===== config.mk =====
export PLATFORM = sky130hd
export DESIGN_NAME = agc_rupt_ctrl
export DESIGN_NICKNAME = d
export VERILOG_FILES = /design/src/rtl/agc_pkg.sv /design/src/rtl/agc_rupt_prio.sv /design/src/rtl/agc_rupt_ctrl.sv
export SDC_FILE = /design/constraint.sdc
export NUM_CORES = 1
export LEC_CHECK = 0
export ABC_AREA = 1
export CAP_MARGIN = 5
export CORE_MARGIN = 1
export CORE_UTILIZATION = 50
export DETAILED_ROUTE_END_ITERATION = 16
export DONT_BUFFER_PORTS = 1
export PLACE_DENSITY = 0.74
export SLEW_MARGIN = 0
export SYNTH_ARGS = -nofsm -noshare
export SYNTH_HDL_FRONTEND = slang
export SYNTH_HIERARCHICAL = 1
export SYNTH_SLANG_ARGS = --single-unit

===== constraint.sdc =====
create_clock -name clk -period 1.8 [get_ports clk]
set_input_delay 0.36 -clock clk [delete_from_list [all_inputs] [get_ports clk]]
set_output_delay 0.36 -clock clk [all_outputs]
set_load 0.005 [all_outputs]

===== src/rtl/agc_pkg.sv =====
// Shared AGC interrupt-controller definitions: controller states, RUPT source indices, vector layout.
// Used by agc_rupt_ctrl (optional AGC_RUPT_LOCK_EN feature lives in the top) and agc_rupt_prio.
package agc_pkg;

    typedef enum logic [1:0] {
        IDLE = 2'd0,
        REQ  = 2'd1,
        ISR  = 2'd2
    } rupt_state_e;

    localparam int unsigned NUM_RUPT_SRC = 10;

    // Source indices, highest priority first
    localparam int unsigned T6RUPT    = 0;
    localparam int unsigned T5RUPT    = 1;
    localparam int unsigned T3RUPT    = 2;
    localparam int unsigned T4RUPT    = 3;
    localparam int unsigned KEYRUPT1  = 4;
    localparam int unsigned KEYRUPT2  = 5;
    localparam int unsigned UPRUPT    = 6;
    localparam int unsigned DOWNRUPT  = 7;
    localparam int unsigned RADARRUPT = 8;
    localparam int unsigned HANDRUPT  = 9;

    localparam logic [11:0] RUPT_VEC_BASE = 12'o4000;
    localparam int unsigned RUPT_VEC_STEP = 4;

    // Vector for source n sits one step past the base: base + step*(n+1)
    function automatic logic [11:0] rupt_vector(input logic [11:0] base, input logic [3:0] idx);
        return base + 12'(RUPT_VEC_STEP) * ({8'd0, idx} + 12'd1);
    endfunction

endpackage


===== src/rtl/agc_rupt_prio.sv =====
// Combinational lowest-index-wins priority encoder for pending RUPT sources.
module agc_rupt_prio
    import agc_pkg::*;
#(
    parameter int unsigned N = NUM_RUPT_SRC
) (
    input  logic [N-1:0] req_i,
    output logic [3:0]   idx_o,
    output logic         valid_o
);

    always_comb begin
        idx_o   = '0;
        valid_o = 1'b0;
        for (int unsigned i = 0; i < N; i++) begin
            if (!valid_o && req_i[i]) begin
                idx_o   = 4'(i);
                valid_o = 1'b1;
            end
        end
    end

endmodule


===== src/rtl/agc_rupt_ctrl.sv =====
// AGC interrupt controller: pending latch, inhibit/lockout gating, IDLE->REQ->ISR handshake.
// Define AGC_RUPT_LOCK_EN to build the RUPT LOCK ISR-duration alarm; otherwise rupt_lock is tied low.
module agc_rupt_ctrl
    import agc_pkg::*;
#(
    parameter int unsigned NUM_SRC     = NUM_RUPT_SRC,
    parameter logic [11:0] VEC_BASE    = RUPT_VEC_BASE,
    parameter int unsigned LOCK_CYCLES = 4096
) (
    input  logic               clk,
    input  logic               reset,
    input  logic [NUM_SRC-1:0] rupt_req,
    input  logic               inst_boundary,
    input  logic               extracode,
    input  logic               a_overflow,
    input  logic               inhint,
    input  logic               relint,
    input  logic               resume,
    input  logic               rupt_ack,
    output logic               rupt_go,
    output logic [11:0]        rupt_vec,
    output logic [3:0]         rupt_id,
    output logic               in_isr,
    output logic [NUM_SRC-1:0] pending,
    output logic               rupt_lock
);

    rupt_state_e        state_q, state_d;
    logic [NUM_SRC-1:0] pending_q, pending_d, ack_clr;
    logic               inhibit_q, inhibit_d;
    logic [3:0]         id_q, id_d;
    logic [11:0]        vec_q, vec_d;
    logic               go_q, go_d;
    logic               isr_q, isr_d;
    logic [3:0]         prio_idx;
    logic               prio_valid;
    logic               grant;
    logic               take_ack;

    agc_rupt_prio #(.N(NUM_SRC)) u_prio (
        .req_i   (pending_q),
        .idx_o   (prio_idx),
        .valid_o (prio_valid)
    );

    // Gating inputs only matter while idle; REQ holds its grant regardless
    assign grant    = (state_q == IDLE) && prio_valid && !inhibit_q && inst_boundary
                      && !extracode && !a_overflow;
    assign take_ack = (state_q == REQ) && rupt_ack;

    // A request arriving in the ack cycle re-sets the bit being cleared
    always_comb begin
        ack_clr   = take_ack ? (NUM_SRC'(1) << id_q) : '0;
        pending_d = (pending_q & ~ack_clr) | rupt_req;
        inhibit_d = inhibit_q;
        if (inhint) begin
            inhibit_d = 1'b1;
        end else if (relint) begin
            inhibit_d = 1'b0;
        end
    end

    always_ff @(posedge clk or posedge reset) begin
        if (reset) begin
            state_q <= IDLE;
        end else begin
            state_q <= state_d;
        end
    end

    always_comb begin
        state_d = state_q;
        case (state_q)
            IDLE:    if (grant)    state_d = REQ;
            REQ:     if (rupt_ack) state_d = ISR;
            ISR:     if (resume)   state_d = IDLE;
            default:               state_d = IDLE;
        endcase
    end

    // Outputs are computed from the next state so they come straight off flops
    always_comb begin
        go_d  = (state_d == REQ);
        isr_d = (state_d == ISR);
        id_d  = id_q;
        vec_d = vec_q;
        if (grant) begin
            id_d  = prio_idx;
            vec_d = rupt_vector(VEC_BASE, prio_idx);
        end
    end

    always_ff @(posedge clk or posedge reset) begin
        if (reset) begin
            pending_q <= '0;
            inhibit_q <= 1'b0;
            id_q      <= '0;
            vec_q     <= '0;
            go_q      <= 1'b0;
            isr_q     <= 1'b0;
        end else begin
            pending_q <= pending_d;
            inhibit_q <= inhibit_d;
            id_q      <= id_d;
            vec_q     <= vec_d;
            go_q      <= go_d;
            isr_q     <= isr_d;
        end
    end

    assign rupt_go  = go_q;
    assign rupt_vec = vec_q;
    assign rupt_id  = id_q;
    assign in_isr   = isr_q;
    assign pending  = pending_q;

`ifdef AGC_RUPT_LOCK_EN
    localparam int unsigned       CNT_W   = $clog2(LOCK_CYCLES + 1);
    localparam logic [CNT_W-1:0]  CNT_MAX = CNT_W'(LOCK_CYCLES);

    logic [CNT_W-1:0] cnt_q, cnt_d;
    logic             lock_q, lock_d;

    // Counter restarts on ISR entry and saturates at the limit
    always_comb begin
        cnt_d = cnt_q;
        if (take_ack) begin
            cnt_d = '0;
        end else if (state_q == ISR && cnt_q != CNT_MAX) begin
            cnt_d = cnt_q + CNT_W'(1);
        end
        lock_d = lock_q | (cnt_d == CNT_MAX);
    end

    always_ff @(posedge clk or posedge reset) begin
        if (reset) begin
            cnt_q  <= '0;
            lock_q <= 1'b0;
        end else begin
            cnt_q  <= cnt_d;
            lock_q <= lock_d;
        end
    end

    assign rupt_lock = lock_q;
`else
    logic unused_lock_cfg;
    assign unused_lock_cfg = ^LOCK_CYCLES;
    assign rupt_lock       = 1'b0;
`endif

endmodule


==> results of run 1 <==
## worst max-delay path, stage by stage (launching register included)
cell and delay, ns:
dfrtp_2 0.47, nor2_2 0.17, nand3_2 0.10, nor2_2 0.11, o21ai_0 0.11, o31ai_2 0.12
ha_2 0.25, xor2_1 0.15, nand2_1 0.07, nand2_1 0.05
## report_power, final
group	internal [mW]	leakage [nW]	switching, mW
combinational	0.0200	0.469	0.0432
clock	0.0864	0.0150	0.160
sequential	0.577	0.284	0.0156
total	0.684	0.768	0.219
## cell usage in the layout, fill, tap and decap left out
master         count
nor3_1             1
o31ai_1            4
ha_2               1
nor2_2             4
nor2_4             2
clkbuf_1           1
a21oi_1            1
o21ai_0            3
inv_2              3
buf_4              1
and3_1             1
o21bai_1           1
nand3_2            2
dlygate4sd3_1      1
a21oi_2            1
nor2_1            12
conb_1             7
nand2_1           61
inv_1             29
nand2_2            2
dfrtp_2            4
o21ai_1            3
nand4_1            5
a41oi_1            1
nand3_1            6
clkbuf_4           3
o31ai_2            1
dfrtp_1           21
xor2_1             1
## layout make-up
type / count / area, µm² / area share
inverter: 32 / 120.1 / 0.08511
sequential: 25 / 630.6 / 0.4468
tap: 30 / 37.54 / 0.02660
clock buffer: 4 / 26.28 / 0.01862
timing repair buffer: 2 / 17.52 / 0.01241
multi-input combinational: 120 / 579.3 / 0.4105
## sequential cells by signal, indices dropped and copies added (netlist names)
name       cells
rupt_vec       6
rupt_id        4
pending       10
inhibit_q      1
rupt_go        1
in_isr         1
state_q        2
## final timing paths
path / endpoint / slack [ns] / start
hold / removal: rupt_go$_DFF_PP0_ / 0.12 / rupt_ack
setup reg to reg: rupt_vec[4]$_DFFE_PP0P_ / 0.15 / pending[1]$_DFF_PP0_
min in group asynchronous: inhibit_q$_DFFE_PP0P_ / 0.50 / reset
setup / recovery: rupt_vec[4]$_DFFE_PP0P_ / 0.15 / pending[1]$_DFF_PP0_
hold reg to reg: rupt_vec[11]$_DFFE_PP0P_ / 0.50 / rupt_vec[11]$_DFFE_PP0P_
max in group asynchronous: rupt_id[1]$_DFFE_PP0P_ / 0.74 / reset
## layer usage
layer / track usage / up-vias / share of wire
li1: - / 544 / -
met1: 0.2465 / 449 / 0.48
met2: 0.3251 / 28 / 0.46
met3: 0.04520 / 2 / 0.053
met4: 0.07265 / 0 / 0.0040
met5: 0 / - / 0
## through the flow
stage,std cells,setup WS (ns),area [µm²],util,total power [mW]
global placement,208,0.1760,1360,0.5392,0.6632
finish,213,0.1482,1411,0.5595,0.9023
floorplan,185,0.2989,1379,-,0.6619
CTS,213,0.1440,1396,0.5536,0.9127
global route,213,0.02570,1411,0.5595,0.9449
detailed placement,208,0.1702,1360,0.5392,0.6653
## kinds of logic (layout without fill, tap and decap cells)
group,Yosys count,after routing
simple gates,96,96
other cells,1,7
xor+xnor,1,1
flops,25,25
compound gates,15,15
fa+ha+maj,1,1
buf+inv,40,38
## repair_timing
action	in CTS	in global routing
resized for setup	0	7
hold buffers	1	0
endpoints found under the hold margin	12	0
endpoints found under the setup margin	0	2
==> metrics.md, run 1 <==
| Metric | Value |
|---|---|
| Starting density of the core | 0.5377 |
| Multiplexer share of the synthesized area | 0 |
| Post-synthesis sequential area ratio | 0.4613 |
| Synth Register Bits | 25 |
| Detail Route Antenna Nets | 0 |
| Die H | 54.08 µm |
| Antenna Cells | 0 |
| Worst-path fanout max | 5 |
| Simple-gate share of the synthesized area | 0.3127 |
| Largest net degree at the start of global routing | 14 |
| Final Cycle Share | 0.9177 |
| Full die area | 2925 µm² |
| Critical Path AT | 1.91 ns |
| Setup Buffers After CTS | 0 |
| Drt pass-1 iters | 4 |
| Worst vdd ir | 0.0003875 V |
| Post-Synthesis Cells | 179 |
| Layout filler cell count | 244 |
| Complex-gate fraction of the synthesized area | 0.07196 |
| Final wirelength | 2.529 mm |
| Outcome | finished, final reports clean |
| Fraction of layout cells with a size suffix above 1 | 0.1311 |
| Async set-reset flop share out of synthesis | 1.000 |
| Fin Hold WS | 0.1195 ns |
| Most frequent cells after synthesis | nand2_1, inv_1, dfrtp_1 |
| Vias post-DR | 1,023 |
| Worst setup path class | flip-flop to flip-flop |
| Post-synth top area cell | dfrtp_1 |
| Post-route DRC | 0 |
| Syn Area/Cell | 7.577 µm² |
| Hold-critical path depth | 1 |
| # H-tree levels | 1 |
| Max Slew Vio Count | 0 |
| PD cells | 639.3 nW/µm² |
| Synth top area cells | dfrtp_1, nand2_1, inv_1, buf_4, nor2_1 |
| CTS max path bufs | 2 |
| Placed wire-length estimate | 1.978 mm |
| Worst-path clk slew | 0.13 ns |
| Endpoints failing hold | 0 |
| Worst slew pin tran | 0.4877 ns |
| GRT Util Overall | 0.1961 |
| CTS Root Cell | clkbuf_4 |
| Syn. warnings | 6 |
| DR WL/cell | 11.87 µm |
| Placer Congestion | 0.7957 |
| Fmax | 605.4 MHz |
| CP Capture Type | flip-flop |
| Clk_lat worst skew | 0.30 ns |
| Post-Syn Area | 1356 µm² |
| TNS Setup | 0 ns |
| Number of top-level pins | 48 |
| Slew headroom | 0.6706 |
| Synth Area in Adders | 0.009225 |
| Fin nets | 204 |
| Final setup viols | 0 |
| Aggregate global routing overflow | 0 |
| Yosys cell types | 25 |
| CTS buffer count | 3 |
| Initial antenna violation count | 0 |
| Number of flops mapped to enable cells by yosys | 0 |
| Leakage | 0.7679 nW |
| WP data required | 2.06 ns |
| R2r worst-path depth | 9 |
| Main combinational cell family by area after synthesis | simple AND/OR/NAND/NOR gates |
| Hold WC Path Type | input port to flip-flop |
| FP Rows | 18 |
| Post-synthesis xor/xnor area fraction | 0.006458 |
| P&R area growth vs syn | 4.059% |
| Clk sinks | 25 |
| Count leader, synth | nand2_1 |
| Mean number of vias per cell | 4.803 |
| Crit path time final | 1.652 ns |
| Final Skew | 0.001283 ns |
| First-pass GRT wire length | 4.153 mm |
| CTS tree | built |
| Vias in the first global route | 968 |
| Max cap viols | 0 |
| Die Wd | 54.08 µm |
| Most used DFF post-synth | dfrtp_1 |
| Core area | 2522 µm² |
| I/O Buffers | 0 |
| 1st-iter DRT viols | 16 |
| RSZ-0062 raised after global routing | no |
| Post-synth top area share | 0.4613 |
| Setup crit start kind | flip-flop |
(Power assumes the default switching activity.)
==> run 2: changes to the inputs <==
Settings changed: ABC_AREA 1 to 0, REMOVE_ABC_BUFFERS set to 1.
==> run 2 against run 1 <==
- core utilization up 7.1 points
- critical endpoint is now rupt_vec[5]$_DFFE_PP0P_
- synthesized area down 8.8%
- register-to-register slack worse by 0.14 ns
- largest power group unchanged
- sequential share of layout area down 1.1 points
- hold slack better by 0.0022 ns
- clock skew up 0.0028 ns
- sequential power about the same
- cell count down 27%
- fmax down 7.9%
- design area up 1.7%
- routed wire length up 3.2%
- clock power about the same
==> metrics.md, run 2 <==
| Metric | Value |
|---|---|
| Post-synth top area cell | dfrtp_1 |
| Hold WC Path Type | input port to flip-flop |
| FP Rows | 17 (-1) |
| Placed cell count | 148 (-29%) |
| Post-synth top area share | 0.5056 (+0.04431) |
| Vias post-DR | 896 (-12%) |
| Post-synthesis sequential area ratio | 0.5056 (+0.04431) |
| CTS Root Cell | clkbuf_4 |
| Final setup viols | 0 (unchanged) |
| Sequential Power Share | 0.658 (about the same) |
| Worst-path fanout max | 4 (-1) |
| 1st-iter DRT viols | 9 (-7) |
| Synth Register Bits | 25 (unchanged) |
| Critical Path AT | 2.01 ns (+0.10 ns) |
| Syn Area/Cell | 11.35 µm² (+50%) |
| Full die area | 2678 µm² (-8.4%) |
| Crit-path cells | nor2_1 -> o21ai_0 -> a211oi_1 -> buf_4 -> nand3_2 -> xnor2_1 -> mux2_2 |
| Largest net degree at the start of global routing | 26 (+12) |
| # H-tree levels | 1 (unchanged) |
| Mean number of vias per cell | 5.781 (+20%) |
| Switching share of power | 0.2337 (-0.008520) |
| Outcome | finished, final reports clean |
| DR WL/cell | 16.84 µm (+42%) |
| Vias in the first global route | 877 (-9.4%) |
| Post-Synthesis Cells | 109 (-39%) |
| Flop2flop setup slack | 0.006 ns (-0.14 ns) |
| Number of flops mapped to enable cells by yosys | 0 (unchanged) |
| Number of top-level pins | 48 (unchanged) |
| Most frequent cells after synthesis | dfrtp_1, a21o_1, buf_4 |
| Max Slew Vio Count | 0 (unchanged) |
| CP max stage cell | dfrtp_1 |
| P&R area growth vs syn | 15.98% |
| Placer Congestion | 0.7517 (-5.5%) |
| First-pass GRT wire length | 4.105 mm (-1.2%) |
| Most used DFF post-synth | dfrtp_1 |
| Net Sw Power | 0.2097 mW (-4.1%) |
| Post-route DRC | 0 (unchanged) |
| Fmax | 557.6 MHz (-7.9%) |
| Max cap viols | 0 (unchanged) |
| GRT Util Overall | 0.2185 (+0.02234) |
| Most common cell after layout, fill and taps aside | dfrtp_1 |
| RSZ-0062 raised after global routing | yes |
| Top delay family on crit path | flip-flops |
| Endpoints failing hold | 0 (unchanged) |
| Combinational power share | 0.064 (-0.006) |
| Fraction of layout cells with a size suffix above 1 | 0.2913 (+0.1602) |
| Syn. warnings | 6 (unchanged) |
| Worst-path clk slew | 0.13 ns (about the same) |
| WP data required | 2.02 ns (-0.04 ns) |
| Starting density of the core | 0.5437 (+0.006007) |
| Worst vdd ir | 0.0004800 V (+24%) |
| Final Cycle Share | 0.9964 (+0.07875) |
| Aggregate global routing overflow | 0 (unchanged) |
| PD cells | 625.3 nW/µm² (-2.2%) |
| Pint | 0.6876 mW (+0.56%) |
| CTS tree | built |
| I/O Buffers | 0 (unchanged) |
| Core area | 2276 µm² (-9.8%) |
| Initial antenna violation count | 0 (unchanged) |
| Die Wd | 51.75 µm (-4.3%) |
| CP Capture Type | flip-flop |
| Clk pwr share | 0.277 (+0.004) |
| Largest register FFs | 10 (unchanged) |
| Crit path time final | 1.794 ns (+0.1417 ns) |
| Buf/Inv on CP | 1 (+1) |
| Antenna Cells | 0 (unchanged) |
| Worst setup path class | flip-flop to flip-flop |
| Detail Route Antenna Nets | 0 (unchanged) |
| Leakage | 0.6454 nW (-16%) |
| Final Skew | 0.004042 ns (+0.002759 ns) |
| Final wirelength | 2.610 mm (+3.2%) |
| Die H | 51.75 µm (-4.3%) |
| Post-Syn Area | 1237 µm² (-8.8%) |
| Clk sinks | 25 (unchanged) |
| Max incr delay on CP | 0.45 ns (-0.02 ns) |
| Async set-reset flop share out of synthesis | 1.000 (unchanged) |
| Drt pass-1 iters | 4 (unchanged) |
| Placed wire-length estimate | 1.882 mm (-4.8%) |
| Synth top area cells | dfrtp_1, mux2_4, a21o_1, buf_4, nand3_1 |
| Setup crit start kind | flip-flop |
| CTS buffer count | 3 (unchanged) |
| Clk_lat worst skew | 0.32 ns (+0.02 ns) |
| Count leader, synth | dfrtp_1 |
| Fin nets | 148 (-27%) |
| TNS Setup | 0 ns (unchanged) |
| Commonest non-fill, non-tap cells in the layout | dfrtp_1, buf_4, a21o_1 |
| Yosys cell types | 34 (+36%) |
| CTS max path bufs | 2 (unchanged) |
| Final std cells w/o fill | 155 (-27%) |
[run 2: cell count changes after synthesis, sizes merged, moves of 3 or more]
cell   before  now
nor4        0    3
nor3b       0    3
nor2b       0    3
nor2       18    6
a21o        0   11
mux2        0    8
o31ai       5    0
nand2      63    7
nand4       5    1
inv        32    5
[run 2: logic make-up (layout without fill, tap and decap cells)]
group	Yosys count	in the layout	synth area share
AOI/OAI and AO/OA	19	19	0.1041
xor gates and xnor gates	2	2	0.01416
adders and majority gates	1	1	0.01011
buffers and inverters	14	26	0.06977
DFF	25	25	0.5056
muxes	9	9	0.09909
other	1	7	0.003030
and+or+nand+nor	38	38	0.1941
[run 2: final timing paths]
kind | startpoint | to | cells past startpoint
setup / recovery | pending[4]$_DFF_PP0_ | rupt_vec[5]$_DFFE_PP0P_ | 7
hold / removal | rupt_req[9] | pending[9]$_DFF_PP0_ | 1
setup reg to reg | pending[4]$_DFF_PP0_ | rupt_vec[5]$_DFFE_PP0P_ | 7
hold reg to reg | inhibit_q$_DFFE_PP0P_ | inhibit_q$_DFFE_PP0P_ | 1
max in group asynchronous | reset | pending[2]$_DFF_PP0_ | 3
min in group asynchronous | reset | rupt_vec[6]$_DFFE_PP0P_ | 3
[run 2: repair_timing]
| item | in CTS | in global routing |
|---|---|---|
| endpoints found under the setup margin | 4 | 8 |
| hold endpoints to repair | 25 | 0 |
| hold buffers | 1 | 0 |
| buffers inserted | 2 | 0 |
| gates resized for setup | 4 | 4 |
| pin swaps | 3 | 2 |
| cloned | 0 | 0 |
[run 2: per-layer routing]
| layer | part of all wire | GRT usage |
|---|---|---|
| met3 | 0.063 | 0.07310 |
| met5 | 0 | 0 |
| met2 | 0.50 | 0.3593 |
| met4 | 0.018 | 0.07207 |
| met1 | 0.41 | 0.2686 |
[run 2: metrics by stage]
stage               area (µm²)  power [mW]  setup slack [ns]  hold WS, ns    util
detailed placement        1333      0.6555          -0.05974       0.3245  0.5855
finish                    1435      0.8973          0.006475       0.1218  0.6306
floorplan                 1192      0.6378           -0.1310       0.3873       -
global route              1435      0.9481          -0.09382      0.09040  0.6306
CTS                       1409      0.9066           0.01604       0.1136  0.6190
global placement          1333      0.6527         -0.004436       0.3163  0.5855
[run 2: layout make-up]
type | instances | area (µm²)
multi-input cells | 76 | 599.3
clock buffers | 4 | 26.28
inverters | 5 | 18.77
repair buffers | 17 | 130.1
well taps | 28 | 35.03
flip-flops and latches | 25 | 625.6
fillers | 191 | 840.8
[run 2: power groups by stage]
| stage | Sequential (mW) | Clock (mW) | Combinational [mW] |
|---|---|---|---|
| after global routing | 0.593 | 0.289 | 0.0654 |
| after floorplan | 0.598 | 0 | 0.0393 |
| after detailed placement | 0.602 | 0 | 0.0533 |
| after CTS | 0.591 | 0.258 | 0.0573 |
| after global placement | 0.601 | 0 | 0.0512 |
| final | 0.591 | 0.249 | 0.0575 |
==> run 3: changes to the inputs <==
Settings changed: CAP_MARGIN 5 to 20.
==> results of run 3 <==
Same layout as run 2: the final DEF is identical, and so are final timing and power.
